File: src/rtl/sobolrng_sched.sv
// sobolrng_sched: round-robin scheduler that shares one sobolrng between
// NREQ stochastic-bitstream requesters. Each grant lasts for a fixed burst
// of BURST samples. During the burst the RNG enable is driven and each
// Sobol sample is forwarded with valid/last qualifiers.
//
// Optional feature macro: SOBOLRNG_SCHED_RESTART_EN
//   defined   -> a CLR cycle precedes every burst and pulses oRngClr, so
//                every lane sees the Sobol sequence from index 0.
//   undefined -> no CLR state, oRngClr tied 0, and back-to-back bursts
//                have no gap.
module sobolrng_sched #(
  parameter int BITWIDTH = 8,
  parameter int NREQ     = 4,
  parameter int BURST    = 256
) (
  input  logic                iClk,
  input  logic                iRst,
  input  logic [NREQ-1:0]     iReq,
  input  logic                iHold,
  input  logic [BITWIDTH-1:0] iSobolSeq,
  output logic                oRngEn,
  output logic                oRngClr,
  output logic [NREQ-1:0]     oGnt,
  output logic                oValid,
  output logic                oLast,
  output logic [BITWIDTH-1:0] oData
);

  localparam int CW = (BURST > 1) ? $clog2(BURST) : 1;
  localparam int LW = (NREQ > 1) ? $clog2(NREQ) : 1;
  localparam logic [CW-1:0] CNT_LAST = CW'(BURST - 1);

  typedef enum logic [1:0] {IDLE, CLR, RUN} state_t;

`ifdef SOBOLRNG_SCHED_RESTART_EN
  localparam state_t GRANT_ST = CLR;
`else
  localparam state_t GRANT_ST = RUN;
`endif

  state_t          state_q;
  logic [CW-1:0]   cnt_q;
  logic [LW-1:0]   last_q;
  logic [NREQ-1:0] gnt_q;

  logic [LW-1:0]   win_d;
  logic [NREQ-1:0] gnt_d;
  logic            found_d;
  logic            any_req;

  assign any_req = |iReq;

  // Round-robin winner: lowest requester above last_q, else wrap to the
  // lowest requester at or below last_q (the just-served one comes last).
  always_comb begin
    win_d   = last_q;
    found_d = 1'b0;
    for (int i = 0; i < NREQ; i++) begin
      if (!found_d && iReq[i] && (i > int'(last_q))) begin
        found_d = 1'b1;
        win_d   = LW'(i);
      end
    end
    for (int i = 0; i < NREQ; i++) begin
      if (!found_d && iReq[i] && (i <= int'(last_q))) begin
        found_d = 1'b1;
        win_d   = LW'(i);
      end
    end
    gnt_d = {{(NREQ-1){1'b0}}, 1'b1} << win_d;
  end

  // Burst FSM: grant, optional RNG clear, then BURST accepted samples.
  always_ff @(posedge iClk or posedge iRst) begin
    if (iRst) begin
      state_q <= IDLE;
      cnt_q   <= '0;
      last_q  <= LW'(NREQ - 1);
      gnt_q   <= '0;
    end else begin
      case (state_q)
        IDLE: begin
          if (any_req) begin
            gnt_q   <= gnt_d;
            last_q  <= win_d;
            cnt_q   <= '0;
            state_q <= GRANT_ST;
          end
        end
        CLR: begin
          state_q <= RUN;
        end
        RUN: begin
          if (!iHold) begin
            if (cnt_q == CNT_LAST) begin
              cnt_q <= '0;
              if (any_req) begin
                gnt_q   <= gnt_d;
                last_q  <= win_d;
                state_q <= GRANT_ST;
              end else begin
                gnt_q   <= '0;
                state_q <= IDLE;
              end
            end else begin
              cnt_q <= cnt_q + CW'(1);
            end
          end
        end
        default: begin
          state_q <= IDLE;
          gnt_q   <= '0;
        end
      endcase
    end
  end

  // Sample qualifiers are decoded from registered state; iHold gates them
  // in the same cycle so the RNG never advances on an unconsumed sample.
  assign oValid = (state_q == RUN) && !iHold;
  assign oRngEn = oValid;
  assign oLast  = oValid && (cnt_q == CNT_LAST);
  assign oGnt   = gnt_q;
  assign oData  = iSobolSeq;

`ifdef SOBOLRNG_SCHED_RESTART_EN
  assign oRngClr = (state_q == CLR);
`else
  assign oRngClr = 1'b0;
`endif

endmodule

File: config.mk
export PLATFORM = sky130hd
export DESIGN_NAME = sobolrng_sched
export DESIGN_NICKNAME = d
export VERILOG_FILES = /design/src/rtl/sobolrng_sched.sv
export SDC_FILE = /design/constraint.sdc
export NUM_CORES = 1
export LEC_CHECK = 0
export ABC_AREA = 1
export BUFFER_PORTS_ARGS = -buffer_cell sky130_fd_sc_hd__buf_2
export CAP_MARGIN = 40
export CORE_MARGIN = 4
export CORE_UTILIZATION = 30
export DETAILED_ROUTE_END_ITERATION = 7
export MAX_ROUTING_LAYER = met4
export SLEW_MARGIN = 20
export SYNTH_ARGS = -nofsm -noshare
export SYNTH_HDL_FRONTEND = slang
export SYNTH_SLANG_ARGS = --single-unit
File: constraint.sdc
create_clock -name iClk -period 1.5 [get_ports iClk]
set_input_delay 0.225 -clock iClk [delete_from_list [all_inputs] [get_ports iClk]]
set_output_delay 0.225 -clock iClk [all_outputs]
set_load 0.01 [all_outputs]
==> out/qor.txt, run 1 <==
Violated checks -> setup timing
Initial antenna violation count -> 0
Crit path arrival time -> 1.41 ns
Routed wire per std cell -> 11.8 um
CTS tree -> built
Critical path peak fanout -> 2
Category of the critical setup timing path -> reg -> out
Total gr overflow -> 0
Share of the cycle needed by the critical path after routing -> 109%
Cells after synthesis -> 128
Total number of yosys warnings -> 0
Worst hold slack across all endpoints -> 0.274 ns
Post-detailed-placement half-perimeter wirelength -> 1570 um
Length in cells of the worst reg-to-reg path -> 10
Worst-path clk slew -> 0.11 ns
Initial standard-cell utilization of the core -> 32.6%
Power Density -> 1670 nW/um2
Unrepaired setup endpoints after global routing -> true
Remaining max-slew budget at the tightest pin -> 62.5%
Global-route wire length before repair -> 3820 um
Setup skew after layout -> 0.0193 ns
Overall via count from detail_route -> 884
Number of flops mapped to enable cells by yosys -> 0
Global routing usage summed across all routing layers -> 11.5%
Clock buffer count from CTS -> 3
Ranking of synthesized cells by area -> dfrtp_1, nand2_1, buf_4
Fraction of power consumed by the clock network -> 11.7%
Number of rows created at floorplan -> 20
Run status -> finished, violations left
Critical path's slowest cell -> dfrtp_1
Distinct cell type count of the synthesized netlist -> 28
Summed instance area of the synthesized netlist -> 1030 um2
Flop2flop setup slack -> -0.05 ns
R2r startpoint -> cnt_q[0]$_DFFE_PP0P_
DRC violation count after routing -> 0
Number of global-route vias before repair -> 843
Total of buffers placed on input and output ports -> 13
Placer's final routability congestion estimate -> 0.808
Setup crit start kind -> flip-flop
Average instance area after synthesis -> 8.03 um2
Crit path capture type -> output pin
Die area -> 4420 um2
Die extent in x -> 66.5 um
Area fraction of the dominant cell type after synthesis -> 31.7%
Number of nets with antenna violations after detailed routing -> 0
Most common cell in the netlist -> nand2_1
Switching share of power -> 46.2%
Startpoint of the tightest hold check path -> iReq[0]
Clock latency on the worst-skew pair -> 0.30 ns
Setup violation total in the final timing report -> 11
Hold worst-path end -> last_q[1]$_DFFE_PP1P_
Required arrival time at the worst endpoint -> 1.27 ns
Clk Tree Root Cell -> clkbuf_4
CP bufs+invs -> 2
Worst setup margin -> -0.134 ns
Area used by sequential logic in the layout -> 378 um2
Total of fill cells in the finished design -> 326
Number of search-and-repair iterations in the first detailed-routing pass -> 4
FFs w/ async S/R, synth -> 100%
H-tree depth -> 1
Leak Pwr -> 0.624 nW
Comb pwr share -> 56.3%
Sink count of the clock tree -> 15
Max-cap violations -> 0
Delay of the slowest cell on the worst path -> 0.38 ns
Type of the worst min-delay path -> in -> reg
Dominant cell type by area after synthesis -> dfrtp_1
Transition time of the tightest slew-check pin -> 0.562 ns
TNS Setup -> -0.388 ns
Detailed-route wire length -> 2260 um
Signed area change from the synthesized netlist to the final layout -> 23.3%
Post-synth net total -> 144
Share of total power in sequential cells -> 32.1%
Hold Crit Depth -> 4
Core region area -> 3150 um2
Number of nets in the final layout -> 164
Max frequency -> 612 MHz
Antenna diode instance count -> 0
Pins over their slew limit -> 0
End of the worst register-to-register path -> last_q[1]$_DFFE_PP1P_
Dominant synthesized flop cell -> dfrtp_1
Maximum number of buffers from clock root to sink -> 2
Fraction of layout instances using a drive strength above 1 -> 48.3%
Number of storage elements in the synthesis netlist -> 15
I/O pin count -> 31
Final critical-path required period -> 1.63 ns
Total internal power -> 1.14 mW
Power spent charging and discharging nets -> 0.977 mW
Die extent in y -> 66.5 um
Fraction of the yosys area taken by sequential cells -> 36.8%
Leading post-synthesis cells by instance count -> nand2_1, dfrtp_1, inv_1, buf_4, nand3_1
Final Hold Viols -> 0
Largest delay share family, worst path -> flip-flops
Area of combinational cells with multiple inputs -> 548 um2
Count of routing violations after the opening detailed-route iteration -> 23
Final Core Density -> 40.2%
Vias per inst -> 4.63
Worst IR drop on VDD -> 0.676 mV
Critical-path cell list -> ha_2 > nand2_2 > inv_2 > nand3_2 > nor3_2 > buf_2
Maximum number of pins on one net before global-route repair -> 16
sequential cells by signal (all words and copies together) (netlist names):
| name | flops |
|---|---|
| oGnt | 4 |
| state_q | 1 |
| cnt_q | 8 |
| last_q | 2 |
how the worst max path moves through the flow:
stage,cells after the start,slack [ns],to,startpoint
floorplan,9,0.15,oGnt[0]$_DFFE_PP0P_,last_q[1]$_DFFE_PP1P_
global placement,10,0.02,last_q[0]$_DFFE_PP1P_,cnt_q[0]$_DFFE_PP0P_
detailed placement,9,0.005,last_q[0]$_DFFE_PP1P_,cnt_q[0]$_DFFE_PP0P_
CTS,6,-0.11,oLast,cnt_q[0]$_DFFE_PP0P_
global route,5,-0.24,oLast,cnt_q[6]$_DFFE_PP0P_
finish,6,-0.13,oLast,cnt_q[0]$_DFFE_PP0P_
power by group through the flow:
stage | combinational, mW | sequential (mW) | clock (mW)
5_1_grt | 1.32 | 0.696 | 0.280
4_1_cts | 1.13 | 0.671 | 0.247
3_3_place_gp | 0.938 | 0.674 | 0
6_report | 1.19 | 0.678 | 0.246
2_1_floorplan | 0.770 | 0.674 | 0
3_5_place_dp | 0.958 | 0.681 | 0
area by class of cell:
| class | count | share of cell area (%) |
|---|---|---|
| Multi-Input combinational cell | 82 | 43.3 |
| Clock inverter | 1 | 0.395 |
| Timing Repair Buffer | 25 | 13.7 |
| Tap cell | 44 | 4.35 |
| Sequential cell | 15 | 29.8 |
| Inverter | 21 | 6.62 |
| Clock buffer | 3 | 1.78 |
worst register-to-register path, delay by kind of cell (launching register included):
kind | cells | cell delay [ns]
and+or+nand+nor | 6 | 0.60
adders and majority gates | 1 | 0.19
DFF | 1 | 0.38
AOI/OAI and AO/OA | 1 | 0.10
buffers and inverters | 2 | 0.21
cells in the final DEF, fill, tap and decap left out, types with 3 or more instances in the layout:
cell type  synthesis  layout
nand2_1           26      20
nand2_2            5      11
clkbuf_4           0       3
dfrtp_1           13      13
nor2_1             6       6
nand3_2            0       4
buf_4             10       9
buf_2              0      13
o21ai_0            7       5
o21ai_2            2       3
nand3_1            8       4
inv_1             13      12
a21oi_1            6       5
inv_2              7       7
nand4_1            4       4
stage by stage:
step           worst slack, ns  total power, mW  area [um2]  std cells
2_1_floorplan            0.151             1.44        1030        128
3_3_place_gp            0.0196             1.61        1080        176
3_5_place_dp           0.00479             1.64        1080        176
4_1_cts                 -0.106             2.04        1210        188
5_1_grt                 -0.242             2.29        1270        191
6_report                -0.134             2.11        1270        191
routing by layer:
| layer | GRT usage [%] | vias up | share of wire [%] |
|---|---|---|---|
| li1 | - | 441 | - |
| met1 | 14.6 | 422 | 46 |
| met2 | 17.2 | 17 | 49 |
| met3 | 2.70 | 4 | 4.0 |
| met4 | 5.58 | 0 | 1.4 |
| met5 | - | - | 0 |
logic make-up (layout without fill, tap and decap cells):
| group | after synthesis | after routing | synth area share [%] |
|---|---|---|---|
| and+or+nand+nor | 59 | 59 | 32.8 |
| AOI/OAI and AO/OA | 20 | 20 | 12.8 |
| other | 1 | 1 | 0.365 |
| adders and majority gates | 1 | 1 | 1.22 |
| buffers and inverters | 31 | 50 | 15.2 |
| xor gates and xnor gates | 1 | 1 | 0.853 |
| DFF | 15 | 15 | 36.8 |
timing repair:
action,in CTS,in global routing
gates resized for setup,10,10
pin swaps,11,10
endpoints found under the hold margin,8,0
setup endpoints to repair,5,12
buffers inserted,7,3
hold buffers,1,0
Note: power is estimated with default switching activity, not from simulation.
==> inputs of run 2 (changes only) <==
Settings changed: SETUP_SLACK_MARGIN set to 0.2.
==> run 2 against run 1 <==
Net effect: the flow finishes with violations (hold timing, setup timing); fmax up 6.6%; global-route usage rose by 0.18 points; total power increased by 12%; die area unchanged; core utilization increased by 2.7 points; clock power fell by 6%; wire length down 3.1%; largest cell class unchanged.
==> out/qor.txt, run 2 (synthesis gave the netlist of run 1 again) <==
Post-detailed-placement half-perimeter wirelength -> 1590 um (+1.8%)
Clock buffer count from CTS -> 3 (unchanged)
Total gr overflow -> 0 (unchanged)
Antenna diode instance count -> 0 (unchanged)
Crit path capture type -> output pin
Pins over their slew limit -> 0 (unchanged)
Final critical-path required period -> 1.53 ns (-0.101 ns)
Run status -> finished, violations left
Clk Tree Root Cell -> clkbuf_4
Setup skew after layout -> 0.000846 ns (-0.0184 ns)
Worst-path clk slew -> 0.09 ns (-0.02 ns)
Global-route wire length before repair -> 3950 um (+3.2%)
Max-cap violations -> 0 (unchanged)
Worst IR drop on VDD -> 0.899 mV (+33%)
Worst setup margin -> -0.0328 ns (+0.101 ns)
Maximum number of pins on one net before global-route repair -> 16 (unchanged)
Vias per inst -> 4.58 (-1.0%)
Routed length on met1 -> 998 um (-3.1%)
Overall via count from detail_route -> 884 (unchanged)
Critical path peak fanout -> 2 (unchanged)
Delay of the slowest cell on the worst path -> 0.36 ns (-0.02 ns)
Max reg flops -> 8 (unchanged)
Sink count of the clock tree -> 15 (unchanged)
Hold bufs inserted after CTS -> 0 (-1)
Register containing the most flip-flops in the final layout -> cnt_q
Die extent in x -> 66.5 um (unchanged)
Setup crit start kind -> flip-flop
Core region area -> 3150 um2 (unchanged)
Count of routing violations after the opening detailed-route iteration -> 20 (-13%)
Number of global-route vias before repair -> 921 (+9.3%)
Type of the worst min-delay path -> in -> async
Setup violation total in the final timing report -> 2 (-9)
Violated checks -> hold timing, setup timing
Remaining max-slew budget at the tightest pin -> 61.5% (-0.96 points)
DRC violation count after routing -> 0 (unchanged)
I/O pin count -> 31 (unchanged)
Commonest non-fill, non-tap cell in the layout -> nand2_1
Unrepaired setup endpoints after global routing -> true
Die area -> 4420 um2 (unchanged)
R2r startpoint -> last_q[1]$_DFFE_PP1P_
Initial standard-cell utilization of the core -> 32.6% (unchanged)
Global routing usage summed across all routing layers -> 11.7% (+0.18 points)
Detailed-route wire length -> 2190 um (-3.1%)
Number of nets in the final layout -> 166 (+1.2%)
Die extent in y -> 66.5 um (unchanged)
Share of the cycle needed by the critical path after routing -> 102% (-6.7 points)
Transition time of the tightest slew-check pin -> 0.577 ns (+0.0144 ns)
H-tree depth -> 1 (unchanged)
Signed area change from the synthesized netlist to the final layout -> 31.5%
Largest delay share family, worst path -> flip-flops
CP bufs+invs -> 2 (unchanged)
Fraction of layout instances using a drive strength above 1 -> 55.0% (+6.7 points)
Worst slack, placed -> 0.0239 ns (+0.0191 ns)
Post-layout total power -> 2.37 mW (+12%)
Met3 wire len -> 68 um (-24%)
Crit path arrival time -> 1.31 ns (-0.10 ns)
Category of the critical setup timing path -> reg -> out
Clock latency on the worst-skew pair -> 0.28 ns (-0.02 ns)
Number of rows created at floorplan -> 20 (unchanged)
Worst setup startpoint -> cnt_q[0]$_DFFE_PP0P_
Critical path's slowest cell -> dfrtp_1
Required arrival time at the worst endpoint -> 1.27 ns (about the same)
Number of search-and-repair iterations in the first detailed-routing pass -> 4 (unchanged)
Number of nets with antenna violations after detailed routing -> 0 (unchanged)
Leak Pwr -> 0.678 nW (+8.6%)
Final Hold Viols -> 13 (+13)
Wire length on met2 -> 1060 um (-4.1%)
Highest-count cells in the layout ignoring fill and taps -> nand2_1, dfrtp_1, buf_2, buf_4, inv_1
Placer's final routability congestion estimate -> 0.792 (-2.0%)
CTS tree -> built
Power Density -> 1750 nW/um2 (+5.0%)
Initial antenna violation count -> 0 (unchanged)
Worst hold slack across all endpoints -> -0.00996 ns (-0.284 ns)
Top Layer Used -> met4
Maximum number of buffers from clock root to sink -> 2 (unchanged)
Critical-path cell list -> ha_2 > nand2_4 > inv_2 > nand3_2 > nor3_2 > buf_2
Routed wire per std cell -> 11.3 um (-4.1%)
Total of buffers placed on input and output ports -> 13 (unchanged)
Max frequency -> 652 MHz (+6.6%)
Length in cells of the worst reg-to-reg path -> 9 (-1)
Number of cells on the critical path -> 6 (unchanged)
run 2: final timing paths:
| kind | to | slack, ns |
|---|---|---|
| worst max-delay path | oLast | -0.03 |
| worst min-delay path | cnt_q[1]$_DFFE_PP0P_ | -0.01 |
| worst max register to register | oGnt[3]$_DFFE_PP0P_ | 0 |
| worst min register to register | oGnt[1]$_DFFE_PP0P_ | 0.49 |
| max in group asynchronous | last_q[0]$_DFFE_PP1P_ | 1.14 |
| min in group iClk | last_q[1]$_DFFE_PP1P_ | 0.29 |
run 2: layer usage:
layer  global-route usage [%]  vias to the layer above
met5                        -                        -
met4                     5.33                        0
met3                     2.19                        6
met2                     19.1                       19
met1                     13.9                      416
li1                         -                      443
run 2: timing repair:
item / in CTS / in global routing
buffers inserted: 11 / 3
pin swaps: 12 / 8
endpoints found under the setup margin: 15 / 15
gates resized for setup: 20 / 14
run 2: final cells by class:
| class | instances | area (um2) |
|---|---|---|
| fill | 326 | 1800 |
| multi-input combinational | 82 | 602 |
| sequential | 15 | 378 |
| timing repair buffer | 27 | 203 |
| inverter | 21 | 86.3 |
| tap | 44 | 55.1 |
| clock buffer | 3 | 22.5 |
| clock inverter | 1 | 5.00 |
run 2: where the power goes:
group / total, mW / internal (mW) / switching, mW
Sequential: 0.693 / 0.566 / 0.128
Clock: 0.231 / 0.0987 / 0.132
Combinational: 1.44 / 0.638 / 0.807
run 2: per-stage QoR:
step                      hold WS (ns)  std cells  area, um2  util [%]  setup TNS (ns)
final                         -0.00996        193       1350      42.9         -0.0340
after global routing            0.0217        193       1350      42.9          -0.528
after CTS                      0.00312        190       1280      40.5         -0.0414
after detailed placement         0.318        175       1090      34.6               0
after global placement           0.317        175       1090      34.6               0
after floorplan                  0.125        128       1040         -               0
==> inputs of run 3 (changes only) <==
Settings changed: CAP_MARGIN 40 to unset, CORE_ASPECT_RATIO set to 0.5.
==> run 3 against run 2 <==
Net effect: the run ends with setup timing left; die area increased by 1.3%; non-clock buffer count increased by 11; via count increased by 5.0%; critical endpoint unchanged; critical path type unchanged; register-to-register slack improved by 0.02 ns; wire length increased by 12%.
==> out/qor.txt, run 3 (synthesis gave the netlist of run 1 again) <==
Placer's final routability congestion estimate -> 0.772 (-2.5%)
Final non-filler cell total -> 200 (+3.6%)
Number of nets in the final layout -> 177 (+6.6%)
Worst IR drop on VDD -> 0.594 mV (-34%)
Flop2flop setup slack -> 0.02 ns (+0.02 ns)
Power spent charging and discharging nets -> 1.13 mW (+5.5%)
Max-cap violations -> 0 (unchanged)
Crit path arrival time -> 1.28 ns (-0.03 ns)
Delay of the slowest cell on the worst path -> 0.35 ns (about the same)
Maximum number of pins on one net before global-route repair -> 16 (unchanged)
Run status -> finished, violations left
Total internal power -> 1.47 mW (+13%)
Number of rows created at floorplan -> 14 (-30%)
Post-Place Cell Area -> 1080 um2 (-0.46%)
Clk Tree Root Cell -> clkbuf_8
Worst hold slack across all endpoints -> 0.0216 ns (+0.0316 ns)
Setup skew after layout -> 0.00261 ns (+0.00176 ns)
Total of buffers placed on input and output ports -> 13 (unchanged)
Switching share of power -> 43.4% (-1.6 points)
Fraction of layout instances using a drive strength above 1 -> 60.6% (+5.6 points)
Worst setup margin -> -0.00532 ns (+0.0274 ns)
Detailed-route wire length -> 2460 um (+12%)
Share of total power in sequential cells -> 26.5% (-2.8 points)
Power Density -> 1770 nW/um2 (+0.94%)
Overall via count from detail_route -> 928 (+5.0%)
Total of fill cells in the finished design -> 299 (-8.3%)
Critical-path cell list -> ha_2 > nand2_4 > inv_2 > nand3_2 > nor3_2 > buf_2
Final design area excluding fillers -> 1470 um2 (+8.5%)
Number of global-route vias before repair -> 834 (-9.4%)
Crit path capture type -> output pin
Final critical-path required period -> 1.51 ns (-0.0274 ns)
Number of nets with antenna violations after detailed routing -> 0 (unchanged)
Sink count of the clock tree -> 15 (unchanged)
Die extent in x -> 90.8 um (+36%)
Highest-count cells in the layout ignoring fill and taps -> buf_4, nand2_1, dfrtp_1
Post-detailed-placement half-perimeter wirelength -> 1540 um (-3.5%)
Antenna diode instance count -> 0 (unchanged)
Global-route wire length before repair -> 3750 um (-4.9%)
H-tree depth -> 1 (unchanged)
Final Hold Viols -> 0 (-13)
Register containing the most flip-flops in the final layout -> cnt_q
Transition time of the tightest slew-check pin -> 0.572 ns (-0.00478 ns)
Count of routing violations after the opening detailed-route iteration -> 22 (+10%)
Total gr overflow -> 0 (unchanged)
Initial standard-cell utilization of the core -> 32.8% (+0.18 points)
Max reg flops -> 8 (unchanged)
Critical path peak fanout -> 2 (unchanged)
Share of the cycle needed by the critical path after routing -> 100% (-1.8 points)
Commonest non-fill, non-tap cell in the layout -> buf_4
Clock buffer count from CTS -> 3 (unchanged)
Leak Pwr -> 0.733 nW (+8.1%)
Placed insts -> 171 (-2.3%)
Clock latency on the worst-skew pair -> 0.25 ns (-0.03 ns)
Setup violation total in the final timing report -> 1 (-1)
Die area -> 4480 um2 (+1.3%)
Global routing usage summed across all routing layers -> 10.8% (-0.86 points)
Violated checks -> setup timing
Max frequency -> 664 MHz (+1.8%)
Initial antenna violation count -> 0 (unchanged)
Pins over their slew limit -> 0 (unchanged)
Routed wire per std cell -> 12.3 um (+8.2%)
Die extent in y -> 49.4 um (-26%)
Signed area change from the synthesized netlist to the final layout -> 42.8%
Maximum number of buffers from clock root to sink -> 2 (unchanged)
Worst-path clk slew -> 0.06 ns (-0.03 ns)
CTS tree -> built
Setup crit start kind -> flip-flop
Worst slack, placed -> 0.0162 ns (-0.00770 ns)
Unrepaired setup endpoints after global routing -> true
Category of the critical setup timing path -> reg -> out
Remaining max-slew budget at the tightest pin -> 61.8% (+0.32 points)
Vias per inst -> 4.64 (+1.3%)
DRC violation count after routing -> 0 (unchanged)
Number of search-and-repair iterations in the first detailed-routing pass -> 4 (unchanged)
Critical path's slowest cell -> dfrtp_1
Comb pwr share -> 60.8% (-0.2 points)
I/O pin count -> 31 (unchanged)
Fraction of power consumed by the clock network -> 12.7% (+3.0 points)
Core region area -> 3140 um2 (-0.56%)
Required arrival time at the worst endpoint -> 1.27 ns (about the same)
Type of the worst min-delay path -> in -> async
-- run 3: cell count changes in the layout (fill, tap and decap cells not counted), sizes merged --
cell / change
clkbuf: +1
clkinv: -1
buf: +11
-- run 3: area by class of cell --
| class | count | area, um2 | area share (%) |
|---|---|---|---|
| clock buffer | 4 | 45.0 | 3.07 |
| timing repair buffer | 38 | 284 | 19.4 |
| tap | 40 | 50.0 | 3.41 |
| multi-input combinational | 82 | 623 | 42.5 |
| sequential | 15 | 378 | 25.8 |
| inverter | 21 | 86.3 | 5.89 |
-- run 3: worst paths after layout --
path / startpoint / endpoint / cells past startpoint
worst max-delay path: cnt_q[1]$_DFFE_PP0P_ / oLast / 6
worst min-delay path: iRst / cnt_q[7]$_DFFE_PP0P_ / 2
worst max register to register: last_q[1]$_DFFE_PP1P_ / oGnt[0]$_DFFE_PP0P_ / 8
worst min register to register: oGnt[0]$_DFFE_PP0P_ / oGnt[0]$_DFFE_PP0P_ / 2
max in group asynchronous: iRst / last_q[0]$_DFFE_PP1P_ / 2
min in group iClk: iReq[0] / last_q[1]$_DFFE_PP1P_ / 4
-- run 3: layer usage --
layer	track usage [%]	vias to the layer above	routed length, um
met5	-	-	0
met2	17.3	21	1280
met3	3.24	9	113
li1	-	472	-
met1	12.5	426	1010
met4	5.33	0	50
-- run 3: through the flow --
stage | util, % | TNS (ns) | power [mW]
after CTS | 40.1 | -0.00250 | 2.23
after global placement | 34.6 | 0 | 1.64
after floorplan | - | 0 | 1.47
after detailed placement | 34.6 | 0 | 1.64
after global routing | 46.8 | -0.377 | 2.81
final | 46.8 | -0.00532 | 2.60
-- run 3: critical path: cells and delay by family, from the launching register on --
kind          cells  cell delay [ns]
flops             1             0.35
simple gates      3             0.25
fa+ha+maj         1             0.22
buf+inv           2             0.21
-- run 3: power groups by stage --
| stage | Combinational [mW] | Clock [mW] | Sequential (mW) |
|---|---|---|---|
| 4_1_cts | 1.22 | 0.339 | 0.662 |
| 2_1_floorplan | 0.789 | 0 | 0.679 |
| 3_3_place_gp | 0.968 | 0 | 0.674 |
| 6_report | 1.58 | 0.329 | 0.689 |
| 5_1_grt | 1.73 | 0.362 | 0.712 |
| 3_5_place_dp | 0.964 | 0 | 0.676 |
-- run 3: repair_timing --
action / 4_1_cts / 5_1_grt
hold endpoints to repair: 0 / 0
setup endpoints to repair: 12 / 15
pin swaps: 16 / 10
gates resized for setup: 14 / 28
buffers inserted: 11 / 14
hold buffers: 0 / 0
